File: src/rtl/uart_cmd_pkg.sv
// Shared types and helpers for the UART command controller.
package uart_cmd_pkg;

  typedef enum logic [2:0] {
    IDLE,
    LEN,
    PAYLOAD,
    CSUM,
    ISSUE,
    WAIT_RSP,
    TX_LOAD,
    TX_WAIT
  } state_e;

  typedef enum logic [1:0] {
    ERR_NONE    = 2'd0,
    ERR_LEN     = 2'd1,
    ERR_CSUM    = 2'd2,
    ERR_TIMEOUT = 2'd3
  } err_e;

  localparam logic [7:0] SYNC_DEFAULT = 8'hA5;

  // Bits needed to hold a payload length in 0..max_len.
  function automatic int unsigned len_width(input int unsigned max_len);
    return $clog2(max_len + 1);
  endfunction

endpackage

File: src/rtl/uart_cmd_buf.sv
// Payload buffer: DEPTH x 8 register file, synchronous write, combinational read.
module uart_cmd_buf #(
  parameter int unsigned DEPTH = 16,
  parameter int unsigned AW    = 4
) (
  input  logic          clk,
  input  logic          we,
  input  logic [AW-1:0] waddr,
  input  logic [7:0]    wdata,
  input  logic [AW-1:0] raddr,
  output logic [7:0]    rdata
);

  logic [7:0] mem [DEPTH];

  // Storage write; contents are not reset.
  always_ff @(posedge clk) begin
    if (we) mem[waddr] <= wdata;
  end

  assign rdata = mem[raddr];

endmodule

File: src/rtl/uart_cmd_ctrl.sv
// Packet controller: receives framed commands, streams payload to the core,
// forwards response bytes to uart_tx.
module uart_cmd_ctrl
  import uart_cmd_pkg::*;
#(
  parameter int unsigned MAX_LEN        = 16,
  parameter logic [7:0]  SYNC_BYTE      = SYNC_DEFAULT,
  parameter int unsigned TIMEOUT_CYCLES = 100000
) (
  input  logic       i_Clock,
  input  logic       reset,
  output logic       o_Rx_Enable,
  input  logic       i_Rx_DV,
  input  logic [7:0] i_Rx_Byte,
  output logic       o_Tx_En,
  output logic [7:0] o_Tx_Byte,
  input  logic       i_Tx_Active,
  input  logic       i_Tx_Done,
  output logic       o_Cmd_Valid,
  output logic [7:0] o_Cmd_Byte,
  output logic       o_Cmd_Last,
  input  logic       i_Cmd_Ready,
  input  logic       i_Rsp_Valid,
  input  logic [7:0] i_Rsp_Byte,
  input  logic       i_Rsp_Last,
  output logic       o_Rsp_Ready,
  output logic       o_Err_Pulse,
  output logic [1:0] o_Err_Code
);

  localparam int unsigned LW = len_width(MAX_LEN);
  localparam int unsigned AW = (MAX_LEN > 1) ? $clog2(MAX_LEN) : 1;
  localparam int unsigned TW = (TIMEOUT_CYCLES > 1) ? $clog2(TIMEOUT_CYCLES) : 1;

  state_e        state, state_nx;
  logic [LW-1:0] len, wptr, rptr;
  logic [7:0]    sum, csum_nx, rdata;
  logic [TW-1:0] tmo_cnt;
  logic          tmo_hit, rx_phase;
  logic          rsp_last, tx_pend;
  logic          buf_we, len_ld, rptr_inc, rsp_cap, tx_fire, err_set;
  err_e          err_val;

  uart_cmd_buf #(.DEPTH(MAX_LEN), .AW(AW)) u_buf (
    .clk   (i_Clock),
    .we    (buf_we),
    .waddr (wptr[AW-1:0]),
    .wdata (i_Rx_Byte),
    .raddr (rptr[AW-1:0]),
    .rdata (rdata)
  );

  assign rx_phase = (state == LEN) || (state == PAYLOAD) || (state == CSUM);
  assign tmo_hit  = rx_phase && (tmo_cnt == TW'(TIMEOUT_CYCLES - 1));
  assign csum_nx  = sum + i_Rx_Byte;

  // State register.
  always_ff @(posedge i_Clock or negedge reset) begin
    if (!reset) state <= IDLE;
    else        state <= state_nx;
  end

  // Next-state, datapath strobes and combinational outputs.
  // A received byte takes priority over a coincident timeout.
  always_comb begin
    state_nx    = state;
    buf_we      = 1'b0;
    len_ld      = 1'b0;
    rptr_inc    = 1'b0;
    rsp_cap     = 1'b0;
    tx_fire     = 1'b0;
    err_set     = 1'b0;
    err_val     = ERR_NONE;
    o_Rx_Enable = 1'b0;
    o_Cmd_Valid = 1'b0;
    o_Cmd_Byte  = '0;
    o_Cmd_Last  = 1'b0;
    o_Rsp_Ready = 1'b0;
    case (state)
      IDLE: begin
        o_Rx_Enable = 1'b1;
        if (i_Rx_DV && i_Rx_Byte == SYNC_BYTE) state_nx = LEN;
      end
      LEN: begin
        o_Rx_Enable = 1'b1;
        if (i_Rx_DV) begin
          if (i_Rx_Byte == 8'd0 || {24'd0, i_Rx_Byte} > MAX_LEN) begin
            err_set  = 1'b1;
            err_val  = ERR_LEN;
            state_nx = IDLE;
          end else begin
            len_ld   = 1'b1;
            state_nx = PAYLOAD;
          end
        end else if (tmo_hit) begin
          err_set  = 1'b1;
          err_val  = ERR_TIMEOUT;
          state_nx = IDLE;
        end
      end
      PAYLOAD: begin
        o_Rx_Enable = 1'b1;
        if (i_Rx_DV) begin
          buf_we = 1'b1;
          if (wptr == len - LW'(1)) state_nx = CSUM;
        end else if (tmo_hit) begin
          err_set  = 1'b1;
          err_val  = ERR_TIMEOUT;
          state_nx = IDLE;
        end
      end
      CSUM: begin
        o_Rx_Enable = 1'b1;
        if (i_Rx_DV) begin
          if (csum_nx == 8'h00) begin
            state_nx = ISSUE;
          end else begin
            err_set  = 1'b1;
            err_val  = ERR_CSUM;
            state_nx = IDLE;
          end
        end else if (tmo_hit) begin
          err_set  = 1'b1;
          err_val  = ERR_TIMEOUT;
          state_nx = IDLE;
        end
      end
      ISSUE: begin
        o_Cmd_Valid = 1'b1;
        o_Cmd_Byte  = rdata;
        o_Cmd_Last  = (rptr == len - LW'(1));
        if (i_Cmd_Ready) begin
          rptr_inc = 1'b1;
          if (o_Cmd_Last) state_nx = WAIT_RSP;
        end
      end
      WAIT_RSP: state_nx = TX_LOAD;
      TX_LOAD: begin
        o_Rsp_Ready = 1'b1;
        if (i_Rsp_Valid) begin
          rsp_cap  = 1'b1;
          state_nx = TX_WAIT;
        end
      end
      TX_WAIT: begin
        // Start is held back while uart_tx is busy; completion counts only
        // after the start pulse has actually gone out.
        if (tx_pend) begin
          if (!i_Tx_Active) tx_fire = 1'b1;
        end else if (!o_Tx_En && i_Tx_Done) begin
          state_nx = rsp_last ? IDLE : TX_LOAD;
        end
      end
      default: state_nx = IDLE;
    endcase
  end

  // Inter-byte timeout: cleared on any byte, state change, or outside receive.
  always_ff @(posedge i_Clock or negedge reset) begin
    if (!reset)                                        tmo_cnt <= '0;
    else if (!rx_phase || i_Rx_DV || state_nx != state) tmo_cnt <= '0;
    else                                               tmo_cnt <= tmo_cnt + 1'b1;
  end

  // Frame length, pointers and running checksum.
  always_ff @(posedge i_Clock or negedge reset) begin
    if (!reset) begin
      len  <= '0;
      wptr <= '0;
      rptr <= '0;
      sum  <= '0;
    end else begin
      if (len_ld) begin
        len  <= i_Rx_Byte[LW-1:0];
        sum  <= i_Rx_Byte;
        wptr <= '0;
        rptr <= '0;
      end
      if (buf_we) begin
        wptr <= wptr + 1'b1;
        sum  <= csum_nx;
      end
      if (rptr_inc) rptr <= rptr + 1'b1;
    end
  end

  // Response capture and uart_tx start pulse.
  always_ff @(posedge i_Clock or negedge reset) begin
    if (!reset) begin
      o_Tx_Byte <= '0;
      o_Tx_En   <= 1'b0;
      rsp_last  <= 1'b0;
      tx_pend   <= 1'b0;
    end else begin
      o_Tx_En <= tx_fire;
      if (rsp_cap) begin
        o_Tx_Byte <= i_Rsp_Byte;
        rsp_last  <= i_Rsp_Last;
        tx_pend   <= 1'b1;
      end else if (tx_fire) begin
        tx_pend <= 1'b0;
      end
    end
  end

  // Error pulse and sticky error code.
  always_ff @(posedge i_Clock or negedge reset) begin
    if (!reset) begin
      o_Err_Pulse <= 1'b0;
      o_Err_Code  <= '0;
    end else begin
      o_Err_Pulse <= err_set;
      if (err_set) o_Err_Code <= err_val;
    end
  end

endmodule

File: config.mk
export PLATFORM = sky130hd
export DESIGN_NAME = uart_cmd_ctrl
export DESIGN_NICKNAME = d
export VERILOG_FILES = /design/src/rtl/uart_cmd_pkg.sv /design/src/rtl/uart_cmd_buf.sv /design/src/rtl/uart_cmd_ctrl.sv
export SDC_FILE = /design/constraint.sdc
export NUM_CORES = 1
export LEC_CHECK = 0
export ABC_CLOCK_PERIOD_IN_PS = 2400
export BUFFER_PORTS_ARGS = -buffer_cell sky130_fd_sc_hd__buf_4
export CAP_MARGIN = 10
export CORE_MARGIN = 5
export CORE_UTILIZATION = 40
export DETAILED_ROUTE_END_ITERATION = 12
export PLACE_DENSITY_LB_ADDON = 0.15
export SYNTH_ARGS = -nofsm -noshare
export SYNTH_HDL_FRONTEND = slang
export SYNTH_SLANG_ARGS = --single-unit
File: constraint.sdc
create_clock -name i_Clock -period 2.4 [get_ports i_Clock]
set_clock_uncertainty 0.1 [all_clocks]
set_input_delay 0.12 -clock i_Clock [delete_from_list [all_inputs] [get_ports i_Clock]]
set_output_delay 0.12 -clock i_Clock [all_outputs]
set_load 0.02 [all_outputs]
* Yosys cells after proc, flatten, opt, wreduce, memory -nomap -nowiden
Memories as Yosys holds them, arrays and structs flattened. Cells that the tools add are included.
Cells by class: reduce and logical (&&, ||, !) cells 17, divide/modulo/power cells 0, shift operators 0, order comparisons 1, bitwise logic cells 0, $add $sub $neg 5, eq/ne operators 12, multiplexer cells 56, $mul 0
Operators with widths (number):
- two-way mux 3 bit | 13
- two-way mux 1 bit | 27
- two-way mux 8 bit | 3
- one-hot mux 3 bit (8 select lines) | 1
- adder 17 x 1 -> 17 bit (second input constant) | 1
- equality test 17 bit (second input constant) | 1
- two-way mux 17 bit | 1
- logical NOT 8 bit | 2
- two-way mux 5 bit | 3
- equality test 3 bit (second input constant) | 4
- two-way mux 2 bit | 6
- adder 5 x 1 -> 5 bit (second input constant) | 2
- equality test 5 bit | 2
- adder 8 bit | 1
- equality test 8 bit (second input constant) | 1
- greater-than comparator 8 x 5 -> 1 bit (second input constant) | 1
- equality test 3 x 2 -> 1 bit (second input constant) | 2
- one-hot mux 2 bit (3 select lines) | 1
- nonzero test 2 bit | 3
- logical OR 1 bit | 5
- subtractor 5 x 1 -> 5 bit (second input constant) | 1
- OR reduction 4 bit | 1
- equality test 3 x 1 -> 1 bit (second input constant) | 1
- logical AND 1 bit | 3
- other kinds (4) | 5
Storage, ports and cells: ROM bits 0, input bits 24, bits in latches 0, bits in writable memories 128, output and inout bits 24, memories kept 1, flip-flop bits (word level) 57, logic and storage cells 104
Memory list:
- u_buf.mem | words 16, bits a word 8, rd ports 1, clocked after memory_dff 0, wr ports 1, RTL line uart_cmd_buf.sv:14 | logic [7:0] mem [DEPTH];

* Depth between registers and ports, before layout
Gate-level depths: netlist of the first run.
depth in word-level cells 10, mapped depth 8, gate-level depth less buffers 7

* Modules after synthesis
From an unflattened synthesis of the first run, not the netlist that was laid out.
Unflattened totals: cell total of the unflattened synthesis 548, area total of the unflattened synthesis 8191.6 sq um
Modules (own cells, without submodules):
- uart_cmd_buf | instances 1, sequential area each 3843.7 sq um, cells an instance 221, area each 4987.3 sq um
- uart_cmd_ctrl | instances 1, sequential area each 1426.4 sq um, cells an instance 327, area each 3204.3 sq um

* Least setup slack after synthesis of the first run
No wires, ideal clock.
path type register to register, from register sum[0], to register o_Err_Code[1], path slack -51 ps, cell stages (with the launch flop) 8, data arrival time 2209 ps, clock period less this slack 2451 ps, required time 2158 ps, library setup time 142 ps, path through dfrtp_1 > ha_1 > fa_1 > a211oi_2 > o21bai_1 > a221o_1 > a2111oi_4 > o221ai_1
Between the ends: cells in the longest elaborated chain, start to end 5, elaborated cells between the ends (all ways) 8, those cells by class add/sub: 1; mux: 6; reduce/logical: 1
Ends and longest elaborated chain:
- start, declared | RTL line uart_cmd_ctrl.sv:37 | logic [7:0] sum, csum_nx, rdata;
- start signal, assigned | RTL line uart_cmd_ctrl.sv:175 | sum <= i_Rx_Byte;
- start signal, assigned | RTL line uart_cmd_ctrl.sv:181 | sum <= csum_nx;
- adder 8 bit (*) | RTL line uart_cmd_ctrl.sv:55 | assign csum_nx = sum + i_Rx_Byte;
- logical NOT 8 bit (*) | RTL line uart_cmd_ctrl.sv:115 | if (csum_nx == 8'h00) begin
- two-way mux 2 bit / two-way mux 1 bit (equally long branches) | RTL line uart_cmd_ctrl.sv:115
- two-way mux 2 bit / two-way mux 1 bit (equally long branches) | RTL line uart_cmd_ctrl.sv:114 | if (i_Rx_DV) begin
- one-hot mux 2 bit (3 select lines) / one-hot mux 1 bit (3 select lines) (equally long branches) | RTL line uart_cmd_ctrl.sv:79 | case (state)
- end signal, assigned | RTL line uart_cmd_ctrl.sv:213 | if (err_set) o_Err_Code <= err_val;
- end, declared | RTL line uart_cmd_ctrl.sv:28 | output logic [1:0] o_Err_Code
Mark *: on every way between the ends. The rest lies on a longest branch, timed or not. A chain may end at the register's enable or synchronous reset.

* Final worst setup path of the first run
from register rptr[0], to output o_Cmd_Byte[6]
Between the ends: cells in the longest elaborated chain, start to end 2
Ends and longest elaborated chain:
- start, declared | RTL line uart_cmd_ctrl.sv:36 | logic [LW-1:0] len, wptr, rptr;
- start signal, assigned | RTL line uart_cmd_ctrl.sv:183 | if (rptr_inc) rptr <= rptr + 1'b1;
- memory read (16 x 8 bit)
- two-way mux 8 bit | RTL line uart_cmd_ctrl.sv:79
- end, declared | RTL line uart_cmd_ctrl.sv:20 | output logic [7:0] o_Cmd_Byte,
No other way between the ends.

==> results of run 1 <==
[critical path, stage by stage, from the launching register on]
cell	delay, ns
dfrtp_2	0.43
buf_12	0.19
mux4_2	0.57
mux4_2	0.49
nor2b_1	0.14
buf_4	0.17
[metal layers]
layer	global-route usage	vias to the layer above	share of wire
met2	0.250	92	0.49
met4	0.0370	0	0.0080
li1	-	2331	-
met3	0.0306	12	0.031
met5	0	-	0
met1	0.232	2616	0.47
[path summary, 6_finish.rpt]
| check | end | startpoint |
|---|---|---|
| worst max-delay path | o_Cmd_Byte[6] | rptr[0] |
| worst min-delay path | u_buf.mem[4][2] | i_Rx_Byte[2] |
| worst max register to register | o_Err_Code[1] | sum[0] |
| worst min register to register | tmo_cnt[0] | tmo_cnt[0] |
| max in group asynchronous | rptr[0] | reset |
| min in group asynchronous | o_Tx_Byte[7] | reset |
[flip-flops by register name, summed over array words and instances (netlist names), 3 cells and up]
register   flops
u_buf.mem    128
tmo_cnt       17
o_Tx_Byte      8
sum            8
len            5
rptr           5
wptr           5
state          3
[power by group]
part           leakage, nW  switching (mW)  internal, mW
registers             1.91           0.187          3.59
logic                 1.53           0.816         0.661
clock network        0.274            1.28          1.37
[area by class of cell]
cell class,instances,area (sq um)
well taps,270,338
multi-input cells,330,2940
repair buffers,109,892
fillers,1768,10300
flip-flops and latches,185,5270
inverters,12,45.0
clock inverters,15,134
clock buffers,17,425
[placed cells by master, fill, tap and decap left out, types with 4 or more instances in the layout]
cell type / count
edfxtp_1: 128
buf_4: 89
dfrtp_1: 54
mux4_2: 40
nor2_1: 38
nand2_1: 36
nand3_1: 21
nor3_1: 20
xor2_1: 17
clkbuf_16: 17
xnor2_1: 16
dlygate4sd3_1: 15
o21ai_0: 14
inv_1: 12
nor2b_1: 12
ha_1: 12
mux2_2: 10
nand4_1: 8
and3_1: 7
nand2b_1: 6
a21o_1: 4
nor4_1: 4
a22oi_1: 4
inv_8: 4
inv_6: 4
[cell families after synthesis]
kind of cell             after synthesis  share of synthesized area
XOR/XNOR                              35                     0.0386
AND/OR/NAND/NOR                      169                      0.103
flip-flops                           185                      0.636
buffers and inverters                 35                     0.0184
AO/OA/AOI/OAI                         60                     0.0569
multiplexers                          51                      0.123
adder cells (fa/ha/maj)               15                     0.0236
[through the flow]
stage	power (mW)	TNS, ns	setup WS (ns)
after floorplan	4.75	0	0.0425
after global placement	5.15	-0.0150	-0.0150
after detailed placement	5.18	-0.128	-0.0649
after CTS	7.88	-2.17	-0.289
after global routing	8.31	-2.72	-0.349
final	7.91	-1.89	-0.250
[what timing repair did]
action	in CTS	in global routing
gates resized for setup	7	12
pin swaps	4	3
hold buffers	14	1
setup buffers	0	2
endpoints found under the setup margin	12	13
hold endpoints to repair	99	1
==> flow_summary_export.csv, run 1 <==
group,metric,value,unit
floorplan,die_h,154,um
final_layout,postLayoutCoreUtil,0.495,
global_route,grt_max_degree,58,
synthesis,yosysTopAreaCellShare,0.464,
clock_tree,clkSinkCount,185,
final_layout,diodes,0,
synthesis,ys_types,63,
synthesis,syn_nets,589,
synthesis,async_reset_ff_frac,0.308,
global_route,grt_pass1_wl,29100,um
final_layout,nets,694,
clock_tree,cts_root_buf,"clkbuf_16",
final_layout,drive_above_1_share,0.290,
clock_tree,cts_tree,"yes",
critical_path,rr_worst_depth,7,
sta,post-route-min-period,2.65,ns
sta,finalCritPeriodShare,1.10,
outcome,violations,"setup timing",
sta,hold_slack,0.0207,ns
synthesis,avgSynthCellArea,15.1,sq um
critical_path,critPathArrivalTime,2.43,ns
synthesis,synthCells,550,
critical_path,criticalPathCategory,"flop to output pin",
synthesis,ys_top_cells_by_area,"edfxtp_1, dfrtp_1, mux4_2, ha_1, xnor2_1",
synthesis,synthTopCellsByCount,"edfxtp_1, dfrtp_1, mux4_2, nor2_1, nand2_1",
detailed_routing,drt_first_pass_iters,6,
detailed_routing,antenna_left,0,
min_path,hp-class,"input pin to flop",
detailed_routing,vias,5051,
detailed_routing,drtIter0Drc,358,
sta,hold_violations,0,
synthesis,synthFlopType,"edfxtp_1",
outcome,status,"finished with violations",
sta,maxSlewViolCount,0,
synthesis,ys_ff_latch,185,
detailed_routing,viasPerCell,5.38,
synthesis,yosysSeqAreaShare,0.636,
floorplan,die_x,154,um
synthesis,synth_warnings,0,
synthesis,synth_most_common_cell,"edfxtp_1",
sta,slew_headroom,0.504,
final_layout,post-route-cell-area,0.0100,sq mm
critical_path,cp-start-kind,"flop",
synthesis,syn_area,0.00829,sq mm
floorplan,rows,52,
critical_path,worstPathRequired,2.18,ns
synthesis,synth-edff-count,128,
detailed_routing,drc,0,
final_layout,synthToLayoutAreaGrowth,21.2,%
power,cellPowerDensity,787,mW/mm^2
critical_path,critPathMaxFanout,14,
global_route,grt_usage,0.159,
critical_path,end_kind,"output pin",
final_layout,stdcell_count,938,
floorplan,design.core.area,0.0203,sq mm
clock_tree,cts.clk_slew.worst_paths,0.07,ns
global_route,grt_antenna_before_repair,0,
sta,setup_viol,8,
job,maxCapViolations,0,
place,dpl.hpwl,12700,um
clock_tree,cts_max_level,4,
synthesis,yosys.area.top_type,"edfxtp_1",
place,place.gp.congestion,0.818,
clock_tree,cts_made_buffers,17,
global_route,grt_pass1_vias,5060,
sta,tightestPinTransition,0.744,ns
power,leakage,3.71,nW
place,placedInstanceArea,0.00924,sq mm
clock_tree,clockBufferDepth,2,
critical_path,r2r_setup_slack,0.07,ns
sta,final.setup.worst_slack,-0.250,ns
floorplan,dieArea,0.0237,sq mm
detailed_routing,routed_wl,18500,um
sta,max_freq,0.377,GHz
sta,rsz0062_at_grt,"yes",
place,dp.cells,889,
clock_tree,insertion_delay,0.42,ns
power,max-vdd-ir-drop,0.522,mV
global_route,grt_overflow_total,0,
min_path,holdPathStages,2,
detailed_routing,wl_per_cell,19.7,um
floorplan,io_pins,48,
place,port_buffers,47,
floorplan,start_util,0.408,
(Power assumes the default switching activity.)
==> run 2, diff against run 1 <==
--- a/config.mk
+++ b/config.mk
@@ -9,7 +9,7 @@
 export BUFFER_PORTS_ARGS = -buffer_cell sky130_fd_sc_hd__buf_4
 export CAP_MARGIN = 10
 export CORE_MARGIN = 5
-export CORE_UTILIZATION = 40
+export CORE_UTILIZATION = 55
 export DETAILED_ROUTE_END_ITERATION = 12
 export PLACE_DENSITY_LB_ADDON = 0.15
 export SYNTH_ARGS = -nofsm -noshare
==> run 2 against run 1 <==
  * The flow still finishes with violations (setup timing)
  * First-iteration DRC count increased by 41%
  * Routed wire length decreased by 4.9%
  * Die area decreased by 26%
  * Final cell count decreased by 9.2%
  * Power increased by 1.9%
  * Maximum frequency decreased by 0.94%
  * Register-to-register slack got worse by 0.16 ns
==> flow_summary_export.csv, run 2 (synthesis results as in run 1) <==
group,metric,value,unit
global_route,grt_usage,0.210,
power,p_switching,2.28,mW
power,combPwrFrac,0.193,
job,maxCapViolations,0,
critical_path,rr_startpoint,"sum[0]",
detailed_routing,viasPerCell,5.99,
min_path,worstHoldEndpoint,"state[1]",
final_layout,postLayoutCoreUtil,0.681,
final_layout,largest_reg_flops,128,
clock_tree,cts.clk_slew.worst_paths,0.07,ns
critical_path,end_kind,"output pin",
detailed_routing,antenna_left,0,
detailed_routing,wl_per_cell,20.7,um
detailed_routing,routed_wl,17600,um
critical_path,cp-start-kind,"flop",
power,clkPwrFrac,0.338,
min_path,hp-class,"input pin to flop",
power,max-vdd-ir-drop,0.609,mV
floorplan,die_x,133,um
sta,maxSlewViolCount,0,
sta,hold_violations,0,
sta,rsz0062_at_grt,"yes",
critical_path,critPathArrivalTime,2.46,ns
final_layout,n_fill_cell,998,
critical_path,worstPathRequired,2.18,ns
detailed_routing,drc,0,
place,port_buffers,47,
floorplan,design.core.area,0.0146,sq mm
final_layout,layout_commonest_cell,"edfxtp_1",
critical_path,r2r-end,"o_Err_Code[1]",
sta,post-route-min-period,2.68,ns
final_layout,reg_top3,"u_buf.mem (128), tmo_cnt (17)",
global_route,grt_pass1_vias,5154,
critical_path,path_common_cell,"mux4_2",
detailed_routing,drt_first_pass_iters,5,
outcome,violations,"setup timing",
final_layout,drive_above_1_share,0.292,
final_layout,nets,694,
sta,slew_headroom,0.504,
place,dp.cells,800,
clock_tree,cts_tree,"yes",
global_route,grt_pass1_wl,28500,um
critical_path,r2r_setup_slack,-0.09,ns
min_path,holdPathStages,4,
sta,final.setup.worst_slack,-0.275,ns
final_layout,layout_common_cells,"edfxtp_1, buf_4, dfrtp_1, mux4_2, nor2_1",
global_route,grt_antenna_before_repair,0,
sta,finalCritPeriodShare,1.11,
critical_path,cp_slowest_stage_delay,0.58,ns
critical_path,rr_worst_depth,8,
clock_tree,clkSinkCount,185,
power,internal-power,5.79,mW
floorplan,start_util,0.566,
sta,setup_viol,12,
power,p_sw_frac,0.282,
clock_tree,insertion_delay,0.42,ns
power,cellPowerDensity,808,mW/mm^2
place,dpl.hpwl,11800,um
floorplan,die_h,133,um
place,place.gp.congestion,0.842,
sta,tightestPinTransition,0.744,ns
clock_tree,cts_max_level,4,
clock_tree,cts_root_buf,"clkbuf_16",
floorplan,io_pins,48,
power,total_power,8.06,mW
final_layout,stdcell_count,852,
outcome,status,"finished with violations",
critical_path,criticalPathCategory,"flop to output pin",
detailed_routing,vias,5107,
critical_path,path_cells,"buf_12 -> mux4_2 -> mux4_2 -> nor2b_1 -> buf_4",
sta,max_freq,0.374,GHz
clock_tree,clockBufferDepth,2,
floorplan,dieArea,0.0176,sq mm
global_route,grt_overflow_total,0,
critical_path,cp_slowest_cell,"mux4_2",
min_path,min-delay-start,"i_Rx_DV",
global_route,grt_max_degree,58,
power,leakage,3.72,nW
final_layout,diodes,0,
power,seqPwrFrac,0.470,
final_layout,synthToLayoutAreaGrowth,20.4,%
clock_tree,cts_made_buffers,17,
final_layout,top_register,"u_buf.mem",
floorplan,rows,44,
critical_path,critPathMaxFanout,12,
detailed_routing,drtIter0Drc,506,
run 2: layout make-up:
type,instances,area (sq um),area share
multi-input cells,330,2950,0.295
clock inverters,12,133,0.0133
well taps,184,230,0.0231
inverters,12,45.0,0.00451
repair buffers,109,906,0.0908
clock buffers,20,447,0.0448
flip-flops and latches,185,5270,0.528
run 2: worst max path at each step:
stage                     startpoint            end  slack [ns]  cells after the start
final                        rptr[0]  o_Cmd_Byte[0]       -0.28                      5
after global routing         rptr[0]  o_Cmd_Byte[5]       -0.36                      5
after CTS                    rptr[0]  o_Cmd_Byte[1]       -0.30                      5
after detailed placement      sum[0]  o_Err_Code[1]       -0.10                      7
after global placement        sum[0]  o_Err_Code[1]        0.02                      7
after floorplan               sum[0]  o_Err_Code[1]        0.04                      7
run 2: through the flow:
stage / TNS [ns] / instance area [sq um] / setup slack (ns) / hold WS, ns
6_report: -2.25 / 9980 / -0.275 / 0.0493
5_1_grt: -3.30 / 9980 / -0.359 / 0.0576
4_1_cts: -2.42 / 9890 / -0.301 / 0.0120
3_5_place_dp: -0.236 / 9110 / -0.102 / 0.136
3_3_place_gp: 0 / 9110 / 0.0150 / 0.121
2_1_floorplan: 0 / 8290 / 0.0425 / -0.276
run 2: routing by layer:
layer	up-vias	share of wire	track usage
li1	2331	-	-
met1	2610	0.44	0.309
met2	152	0.48	0.320
met3	14	0.054	0.0433
met4	0	0.016	0.0652
met5	-	0	0
run 2: critical path: cells and delay by family, from the launching register on:
kind | cells | cell delay [ns]
buffers and inverters | 2 | 0.37
and+or+nand+nor | 1 | 0.14
DFF | 1 | 0.47
muxes | 2 | 1.05
run 2: what timing repair did:
item                       CTS  global route
pin swaps                    7             2
cloned                       0             1
setup buffers                2             2
gates resized for setup      8            11
hold buffers                15             0
hold endpoints to repair   102             0
setup endpoints to repair   12            13
run 2: power groups by stage:
| stage | Combinational [mW] | Clock (mW) | Sequential (mW) |
|---|---|---|---|
| floorplan | 0.964 | 0 | 3.79 |
| global placement | 1.29 | 0 | 3.83 |
| detailed placement | 1.35 | 0 | 3.84 |
| CTS | 1.46 | 2.77 | 3.78 |
| global route | 1.71 | 2.92 | 3.81 |
| finish | 1.55 | 2.72 | 3.79 |
==> run 3, diff against run 2 <==
--- a/config.mk
+++ b/config.mk
@@ -5,7 +5,7 @@
 export SDC_FILE = /design/constraint.sdc
 export NUM_CORES = 1
 export LEC_CHECK = 0
-export ABC_CLOCK_PERIOD_IN_PS = 2400
+export ABC_CLOCK_PERIOD_IN_PS = 2300
 export BUFFER_PORTS_ARGS = -buffer_cell sky130_fd_sc_hd__buf_4
 export CAP_MARGIN = 10
 export CORE_MARGIN = 5
==> constraint.sdc (replaced) <==
create_clock -name i_Clock -period 2.3 [get_ports i_Clock]
set_clock_uncertainty 0.1 [all_clocks]
set_input_delay 0.115 -clock i_Clock [delete_from_list [all_inputs] [get_ports i_Clock]]
set_output_delay 0.115 -clock i_Clock [all_outputs]
set_load 0.02 [all_outputs]
==> run 3 against run 2 <==
  * The run still ends with setup timing left
  * Core utilization increased by 0.24 points
  * Critical path depth unchanged
  * First-iteration DRC count rose by 7.9%
  * Largest power group unchanged
  * Highest routed layer unchanged
==> flow_summary_export.csv, run 3 (synthesis results as in run 1) <==
group,metric,value,unit
outcome,status,"finished with violations",
outcome,violations,"setup timing",
clock_tree,clockBufferDepth,2,
global_route,grt_pass1_wl,29000,um
global_route,grt_pass1_vias,5238,
floorplan,dieArea,0.0176,sq mm
detailed_routing,viasPerCell,6.02,
final_layout,postLayoutCoreUtil,0.684,
job,maxCapViolations,0,
sta,max_freq,0.374,GHz
sta,rsz0062_at_grt,"yes",
clock_tree,insertion_delay,0.43,ns
sta,slew_headroom,0.504,
place,dp_slack,-0.156,ns
sta,hold_slack,0.0442,ns
critical_path,cp_slowest_stage_delay,0.57,ns
final_layout,reg_top3,"u_buf.mem (128), tmo_cnt (17)",
critical_path,end_kind,"output pin",
detailed_routing,wl_per_cell,21.2,um
min_path,holdPathStages,4,
min_path,min-delay-start,"i_Rx_DV",
clock_tree,cts_made_buffers,17,
clock_tree,cts_root_buf,"clkbuf_16",
critical_path,critical_path.top_delay_family,"multiplexers",
sta,setup_tns,-3.09,ns
detailed_routing,drtIter0Drc,546,
min_path,worstHoldEndpoint,"state[1]",
critical_path,critPathMaxFanout,11,
global_route,grt_usage,0.214,
critical_path,cp_slowest_cell,"mux4_2",
sta,hold_violations,0,
place,dp.cells,804,
detailed_routing,routed_wl,18200,um
final_layout,post-route-cell-area,0.0100,sq mm
sta,setup_viol,12,
detailed_routing,drt_first_pass_iters,5,
place,place.gp.congestion,0.878,
sta,finalCritPeriodShare,1.16,
critical_path,worstPathRequired,2.09,ns
global_route,grt_max_degree,58,
clock_tree,cts_max_level,4,
critical_path,cp-start-kind,"flop",
floorplan,start_util,0.566,
final_layout,largest_reg_flops,128,
final_layout,stdcell_count,857,
final_layout,nets,699,
critical_path,critPathBufInv,2,
place,placedInstanceArea,0.00916,sq mm
critical_path,path_common_cell,"mux4_2",
final_layout,layout_commonest_cell,"edfxtp_1",
detailed_routing,vias,5161,
critical_path,r2r-end,"o_Err_Code[1]",
place,dpl.hpwl,12000,um
critical_path,critPathArrivalTime,2.46,ns
min_path,hp-class,"input pin to flop",
power,max-vdd-ir-drop,0.605,mV
final_layout,drive_above_1_share,0.297,
power,leakage,3.75,nW
detailed_routing,antenna_left,0,
global_route,grt_antenna_before_repair,0,
sta,final.setup.worst_slack,-0.377,ns
critical_path,r2r_setup_slack,-0.12,ns
critical_path,path_cells,"buf_12 -> mux4_2 -> mux4_2 -> nor2b_1 -> buf_4",
critical_path,rr_worst_depth,7,
critical_path,rr_startpoint,"sum[0]",
sta,tightestPinTransition,0.745,ns
clock_tree,cts.clk_slew.worst_paths,0.07,ns
global_route,grt_overflow_total,0,
final_layout,layout_common_cells,"edfxtp_1, buf_4, dfrtp_1, mux4_2, nor2_1",
critical_path,criticalPathCategory,"flop to output pin",
clock_tree,cts_tree,"yes",
final_layout,top_register,"u_buf.mem",
floorplan,die_h,133,um
floorplan,io_pins,48,
final_layout,diodes,0,
detailed_routing,drc,0,
place,port_buffers,47,
power,total_power,8.44,mW
final_layout,synthToLayoutAreaGrowth,20.8,%
floorplan,die_x,133,um
power,cellPowerDensity,843,mW/mm^2
floorplan,design.core.area,0.0146,sq mm
sta,maxSlewViolCount,0,
sta,post-route-min-period,2.68,ns
clock_tree,clkSinkCount,185,
floorplan,rows,44,
[run 3: changes by cell type in the layout (fill, tap and decap cells not counted), sizes merged]
cell,delta
buf,+6
clkbuf,-2
clkinv,-2
inv,+2
clkinvlp,+1
[run 3: final cells by class]
| cell class | instances | area (sq um) |
|---|---|---|
| clock inverter | 13 | 151 |
| fill | 1009 | 4630 |
| tap | 184 | 230 |
| clock buffer | 19 | 433 |
| multi-input combinational | 330 | 2940 |
| inverter | 12 | 45.0 |
| timing repair buffer | 114 | 943 |
| sequential | 185 | 5270 |
[run 3: how the worst max path moves through the flow]
stage | start | endpoint | slack [ns] | depth (start not counted)
final | rptr[0] | o_Cmd_Byte[7] | -0.38 | 5
after global routing | rptr[0] | o_Cmd_Byte[6] | -0.46 | 5
after CTS | rptr[0] | o_Cmd_Byte[7] | -0.41 | 5
after detailed placement | sum[0] | o_Err_Code[1] | -0.16 | 7
after global placement | sum[0] | o_Err_Code[1] | -0.06 | 7
after floorplan | state[0] | u_buf.mem[0][0] | 0.04 | 4
[run 3: repair_timing]
action                                 in CTS  in global routing
gates cloned                                0                  0
setup endpoints to repair                  13                 13
setup buffers                               3                  3
pin swaps                                   1                  3
hold buffers                               15                  0
endpoints found under the hold margin      88                  0
gates resized for setup                     9                  6
[run 3: per-layer routing]
metal / track usage / share of wire
met1: 0.306 / 0.44
met2: 0.329 / 0.48
met3: 0.0490 / 0.065
met4: 0.0704 / 0.022
met5: 0 / 0
[run 3: tightest hold or removal path, delay by kind of cell]
kind	cells	cell delay [ns]
buf+inv	1	0.13
compound gates	2	0.19
simple gates	1	0.08
[run 3: power breakdown]
| group | internal [mW] | switching (mW) | total, mW | leakage (nW) |
|---|---|---|---|---|
| logic | 0.732 | 0.867 | 1.60 | 1.56 |
| clock network | 1.55 | 1.34 | 2.89 | 0.284 |
| registers | 3.75 | 0.204 | 3.95 | 1.91 |
| total | 6.03 | 2.41 | 8.44 | 3.75 |
